[src/rtl/uart_echo_queue_pkg.sv]
// uart_echo_queue_pkg: shared FSM state encoding and counter width for the echo queue.
package uart_echo_queue_pkg;
  localparam int DROP_CNT_W = 8;
  typedef enum logic [1:0] {Q_IDLE = 2'd0, Q_SEND = 2'd1, Q_GAP = 2'd2} q_state_t;
endpackage

[src/rtl/uart_echo_queue_sync_fifo.sv]
// sync_fifo: single-clock FIFO with combinational head read; full/empty decided on level.
module sync_fifo #(
  parameter int WIDTH = 8,
  parameter int DEPTH = 16,
  localparam int AW = $clog2(DEPTH)
) (
  input  logic             clk,
  input  logic             rst,
  input  logic             push,
  input  logic [WIDTH-1:0] din,
  input  logic             pop,
  output logic [WIDTH-1:0] dout,
  output logic [AW:0]      level,
  output logic             full,
  output logic             empty
);
  logic [WIDTH-1:0] mem [DEPTH];
  logic [AW-1:0] wr_ptr, rd_ptr;
  logic do_push, do_pop;
  assign full = level == (AW+1)'(DEPTH);
  assign empty = level == '0;
  assign dout = mem[rd_ptr];
  assign do_pop = pop & ~empty;
  // a pop in the same cycle frees the slot, so a push into a full FIFO still lands
  assign do_push = push & (~full | do_pop);
  always_ff @(posedge clk)
    if (do_push) mem[wr_ptr] <= din;
  always_ff @(posedge clk or posedge rst)
    if (rst) begin
      wr_ptr <= '0;
      rd_ptr <= '0;
      level <= '0;
    end else begin
      wr_ptr <= wr_ptr + AW'(do_push);
      rd_ptr <= rd_ptr + AW'(do_pop);
      level <= level + (AW+1)'(do_push) - (AW+1)'(do_pop);
    end
endmodule

[src/rtl/uart_echo_queue.sv]
// uart_echo_queue: buffers good rx bytes in a FIFO and feeds them to the tx start/done handshake.
module uart_echo_queue
  import uart_echo_queue_pkg::*;
#(
  parameter int DEPTH = 16,
  localparam int AW = $clog2(DEPTH)
) (
  input  logic                  clk,
  input  logic                  rst,
  input  logic                  uart_rx_clk,
  input  logic                  uart_rx_done,
  input  logic                  uart_rx_err,
  input  logic [7:0]            uart_rx_data,
  input  logic                  uart_tx_clk,
  input  logic                  uart_tx_done,
  output logic                  uart_tx_start,
  output logic [7:0]            uart_tx_data,
  output logic [AW:0]           level,
  output logic                  overflow,
  output logic [DROP_CNT_W-1:0] drop_cnt
);
  q_state_t state, state_n;
  logic rx_stb, push, pop, full, empty, lost, drop;
  logic [7:0] head;
  assign rx_stb = uart_rx_clk & uart_rx_done;
  assign push = rx_stb & ~uart_rx_err;
  assign pop = (state == Q_IDLE) & ~empty;
  assign lost = push & full & ~pop;
  assign drop = (rx_stb & uart_rx_err) | lost;
  sync_fifo #(.WIDTH(8), .DEPTH(DEPTH)) u_fifo (
    .clk  (clk),
    .rst  (rst),
    .push (push),
    .din  (uart_rx_data),
    .pop  (pop),
    .dout (head),
    .level(level),
    .full (full),
    .empty(empty)
  );
  // GAP waits for a tick with done low so a lingering done cannot end the next frame
  always_comb begin
    state_n = state;
    state_n = pop ? Q_SEND
            : (state == Q_SEND && uart_tx_clk && uart_tx_done) ? Q_GAP
            : (state == Q_GAP && uart_tx_clk && !uart_tx_done) ? Q_IDLE
            : state;
  end
  always_ff @(posedge clk or posedge rst)
    if (rst) begin
      state <= Q_IDLE;
      uart_tx_start <= 1'b0;
      uart_tx_data <= 8'h00;
      overflow <= 1'b0;
      drop_cnt <= '0;
    end else begin
      state <= state_n;
      uart_tx_start <= state_n == Q_SEND;
      uart_tx_data <= pop ? head : uart_tx_data;
      overflow <= overflow | lost;
      drop_cnt <= drop_cnt + DROP_CNT_W'(drop & ~&drop_cnt);
    end
endmodule
[config.mk]
export PLATFORM = sky130hd
export DESIGN_NAME = uart_echo_queue
export DESIGN_NICKNAME = d
export VERILOG_FILES = /design/src/rtl/uart_echo_queue_pkg.sv /design/src/rtl/uart_echo_queue_sync_fifo.sv /design/src/rtl/uart_echo_queue.sv
export SDC_FILE = /design/constraint.sdc
export NUM_CORES = 1
export LEC_CHECK = 0
export BUFFER_PORTS_ARGS = -buffer_cell sky130_fd_sc_hd__buf_2
export CORE_AREA = 4 4 167 169
export DETAILED_ROUTE_END_ITERATION = 8
export DIE_AREA = 0 0 171 173
export GPL_TIMING_DRIVEN = 0
export MAX_ROUTING_LAYER = met4
export PLACE_DENSITY = 0.37
export SLEW_MARGIN = 20
export SYNTH_ARGS = -nofsm -noshare
export SYNTH_HDL_FRONTEND = slang
export SYNTH_HIERARCHICAL = 1
export SYNTH_SLANG_ARGS = --single-unit
[constraint.sdc]
create_clock -name clk -period 3.3 [get_ports clk]
set_input_delay 0.66 -clock clk [delete_from_list [all_inputs] [get_ports clk]]
set_output_delay 0.66 -clock clk [all_outputs]
set_load 0.005 [all_outputs]
* Word level (Yosys, flattened, before mapping)
Memory sizes are Yosys's and may differ from the RTL's. A register that Yosys moved wholly into a read port is not among the register bits.
Cells that the tools add are included.
** Storage, ports and cells
- Register bits :: 25
- Memory bits (writable) :: 128
- Bits of input ports :: 15
- Output and inout port bits :: 23
- Word-level logic and storage cells :: 47
- Memories :: 1
** Memories
- u_fifo.mem :: depth 16, width 8, rd ports 1, clocked after Yosys merged registers in 1, wr ports 1, line uart_echo_queue_sync_fifo.sv:17 : logic [WIDTH-1:0] mem [DEPTH];
** Cells by class
- Add/subtract/negate cells :: 5
- Equality and inequality tests :: 4
- Muxes and demuxes :: 5
- Bitwise operators :: 16
- Reduce and logical (&&, ||, !) cells :: 9
** Operators with widths (number)
- $and 1x1->1 :: 9
- $add 4x1->4 :: 2
- $add 8x1->8 :: 1
- $reduce_and 8->1 :: 1
- $mux 2 :: 3
- $add 5x1->5 :: 1
- $eq 5x5->1 const B :: 1
- $logic_not 5->1 :: 1
- $sub 5x1->5 :: 1
- $eq 2x1->1 const B :: 2
- $logic_and 1x1->1 :: 4
- $not 1->1 :: 4
- $or 1x1->1 :: 3
- $eq 2x2->1 const B :: 1
- $logic_not 1->1 :: 2
- $logic_not 2->1 :: 1
- $mux 1 :: 2

* Depth between registers and ports, before layout
- Depth after elaboration :: 8
- Depth in mapped cells :: 14
- Gate-level depth less buffers :: 14

* Hierarchy
The synthesis kept the hierarchy.
** Modules (own cells, without submodules)
- sync_fifo :: instances 1, cells each 281, area an instance 5691.7 µm²
- uart_echo_queue :: instances 1, cells each 80, area an instance 834.6 µm²

* Worst setup path after synthesis
No wires, ideal clock.
- Path kind :: reg2reg
- Start :: register u_fifo.level[2]
- End :: memory u_fifo.mem[3][0] (enable)
- Library setup time :: 0.383 ns
- Arrival time :: 2.265 ns
- Required time :: 2.917 ns
- Setup slack :: 0.651 ns
- Stages on the path, launching flop included :: 9
- Buffers on the path :: 0
- Clock period less this slack :: 2.649 ns
- Path through :: dfrtp_1 > inv_1 > ha_1 > nor4b_2 > or3_4 > clkinv_1 > o21a_1 > nand3_1 > nor3_1
** Between the ends
- Word-level cells in the longest chain between the ends :: 8
** RTL lines
- start, declared :: line uart_echo_queue_sync_fifo.sv:13 : output logic [AW:0] level,
- start signal, assigned :: line uart_echo_queue_sync_fifo.sv:36 : level <= level + (AW+1)'(do_push) - (AW+1)'(do_pop);
- $logic_not 5->1 :: line uart_echo_queue_sync_fifo.sv:21 : assign empty = level == '0;
- named net empty :: line uart_echo_queue.sv:23 : logic rx_stb, push, pop, full, empty, lost, drop;
- $not 1->1 :: line uart_echo_queue.sv:27 : assign pop = (state == Q_IDLE) & ~empty;
- $and 1x1->1 :: line uart_echo_queue.sv:27
- named net pop :: line uart_echo_queue.sv:23
- $and 1x1->1 :: line uart_echo_queue_sync_fifo.sv:23 : assign do_pop = pop & ~empty;
- $or 1x1->1 :: line uart_echo_queue_sync_fifo.sv:25 : assign do_push = push & (~full | do_pop);
- $and 1x1->1 :: line uart_echo_queue_sync_fifo.sv:25
- $mux 1 :: line uart_echo_queue_sync_fifo.sv:27 : if (do_push) mem[wr_ptr] <= din;
- $mux 1 (not written as such) :: line uart_echo_queue_sync_fifo.sv:27
- end, declared :: line uart_echo_queue_sync_fifo.sv:17
The timed path passes the listed nets, and every way through them passes these cells.

* Worst setup path after layout
- Start :: register u_fifo.level[2]
- End :: memory u_fifo.mem[9][4] (enable)
Same word-level chain as after synthesis.

==> metrics <==
status=finished, final reports clean; total track usage=10.40%; CTS tree=done; fin crit share=95.10%; clock share of power=31.8%; post-route ant nets=0; Min Hold Slack=0.2998 ns; Setup WS post-layout=0.1618 ns; CP Max Fanout=12; EDFF count, synth=128; ranking of synthesized cells by area=edfxtp_1, dfrtp_1, mux4_1, mux4_2, nand2_1; post-synth top area cell=edfxtp_1; PostCTS Resize Cnt=0; Hold Vio Cnt, Final=0; DRC marker count from the first detailed-route iteration=199; Die Span X=171 µm; Int Pwr=0.004392 W; hold_buf cts=0; Yosys Warn Count=6; largest net degree at the start of global routing=21; routability congestion estimate=0.7032; Worst path max stage delay=0.79 ns; CP Buf/Inv Count=2; Fin Setup TNS=0 ns; clock buffer depth=2; maximum VDD drop=0.0003080 V; Die H=173 µm; share of flip-flops with an asynchronous set or reset=20.50%; DR DRC count=0; Most used DFF post-synth=edfxtp_1; crit end category=flop; fmax=0.3187 GHz; CTS Buf Count=17; total power=0.006253 W; MaxCap Viol Count=0; Flop pwr share=41.3%; # IOs=38; syn avg cell area=18.08 µm²; Via-to-Cell Ratio=4.276; sequential element share of the synthesized area=71.55%; initial antenna violation count=0; initial core utilization=24.56%; clock skew=0.008738 ns; Worst Hold Class=input pin to asynchronous set/reset pin; Gate power share=26.9%; Setup WS pre-CTS=0.1894 ns; CP Class=flop to flop; vias in the first global route=3449; DIE AREA=29580 µm²; CP top delay family=simple AND/OR/NAND/NOR gates; DRT Pass-1 Iters=4; CP Cell Sequence=inv_1 > ha_1 > nor4b_2 > or3_4 > clkinv_1 > o21a_1 > nand3b_1 > nor2_1; final design utilization=29.28%; Sw Share=29.76%; setup bufs post-CTS=0; critical path required time=3.33 ns; Syn-to-layout area delta=19.21%; register bit total from synthesis=161; top-area cell type share of the netlist area=58.90%; commonest non-fill, non-tap cell in the layout=edfxtp_1; Post-Syn Area=6526 µm²; ANT cells=0; RSZ-0062 raised after global routing=false; Root Buffer=clkbuf_16; core area=26580 µm²; max-slew violations=0; Net Switching=0.001861 W; total number of vias=3310; mean routed wirelength per cell=18.92 µm; Final setup violation count=0; Worst setup SP type=flop; Port-buffer cells=37; HPWL Detailed=9881 µm; CTS sink cnt=161; Nets=448; H-tree Lvls=4; first-pass GRT wire length=22050 µm; minimum clock period=3.138 ns; Rel. slew slack=34.21%; clk slew on worst S/H paths=0.06 ns; syn_nets=388; Power Density=803.7 nW/µm²; Synth Instances=361; Leak=2.834 nW; WP data arrival=3.17 ns; Overflow after GRT=0; Tightest Pin Transition=0.9831 ns; layout cells sized above 1=24.71%; worst skew pair latency=0.41 ns; CP max stage cell=nor2_1; drt total wl=14650 µm; row count=60; synth unique cells=42; commonest non-fill, non-tap cells in the layout=edfxtp_1, nand2_1, buf_2, dfrtp_1, nor2_1
[routing by layer]
layer / vias to the layer above / wire length [µm] / GRT usage [%]
met5: - / 0 / -
met4: 0 / 58 / 1.783
met3: 4 / 664 / 2.995
met2: 69 / 6900 / 15.46
met1: 1721 / 7023 / 14.44
li1: 1516 / - / -
[cells by family after synthesis]
| logic type | Yosys count | synth area share, % |
|---|---|---|
| multiplexers | 32 | 11.96 |
| AND/OR/NAND/NOR | 86 | 6.154 |
| AO/OA/AOI/OAI | 28 | 3.125 |
| adder cells (fa/ha/maj) | 12 | 2.416 |
| buffers and inverters | 26 | 2.646 |
| XOR/XNOR | 16 | 2.147 |
| flip-flops | 161 | 71.55 |
[state kept, by name, summed over array words and instances (netlist names)]
register	count
u_fifo/level	5
uart_tx_start	1
drop_cnt	8
u_fifo/rd_ptr	4
u_fifo/wr_ptr	4
uart_tx_data	8
state	2
overflow	1
u_fifo/mem	128
[power by group through the flow]
stage                     Sequential, W  Clock [W]  Combinational [W]
final                           0.00258    0.00199            0.00168
after global placement          0.00262          0            0.00170
after detailed placement        0.00263          0            0.00173
after global routing            0.00262    0.00215            0.00185
after CTS                       0.00259    0.00205            0.00174
after floorplan                 0.00260          0            0.00113
[layout make-up]
type                    instances  area, µm²
repair buffers                 41      215.2
flip-flops and latches        161       4669
clock inverters                12      158.9
plain buffers                  14      127.6
well taps                     341      426.7
fillers                      2681      18800
multi-input cells             174       1704
clock buffers                  19      432.9
inverters                      12      45.04
[per-stage QoR]
step	cells	instance area (µm²)
floorplan	361	6526
global placement	739	7138
detailed placement	743	7188
CTS	774	7780
global route	774	7780
finish	774	7780
[synthesized netlist by cell type, types with 3 or more instances]
cell type / n
a21oi_1: 3
a22oi_1: 16
buf_6: 4
clkdlybuf4s25_2: 3
dfrtp_1: 33
edfxtp_1: 128
ha_1: 11
inv_1: 11
mux4_1: 16
mux4_2: 16
nand2_1: 40
nand2b_1: 4
nand3_1: 6
nand4_1: 3
nor2_1: 18
nor3_1: 5
xnor2_1: 9
xor2_1: 7
[worst register-to-register path: stages, from the launching register on]
cell and delay (ns):
dfrtp_1 0.37, inv_1 0.07, ha_1 0.21, nor4b_2 0.19, or3_4 0.37, clkinv_1 0.21, o21a_1 0.32, nand3b_1 0.22
nor2_1 0.79
[final timing paths]
| kind | from | endpoint | slack (ns) | cells past startpoint |
|---|---|---|---|---|
| worst max-delay path | u_fifo/level[2] | u_fifo/mem[9][4] | 0.16 | 8 |
| worst min-delay path | rst | u_fifo/level[1] | 0.30 | 2 |
| worst max register to register | u_fifo/level[2] | u_fifo/mem[9][4] | 0.16 | 8 |
| worst min register to register | overflow | overflow | 0.48 | 1 |
| max in group asynchronous | rst | uart_tx_data[3] | 2.43 | 2 |
| min in group clk | overflow | overflow | 0.48 | 1 |
Power figures use the tool's default switching activity.
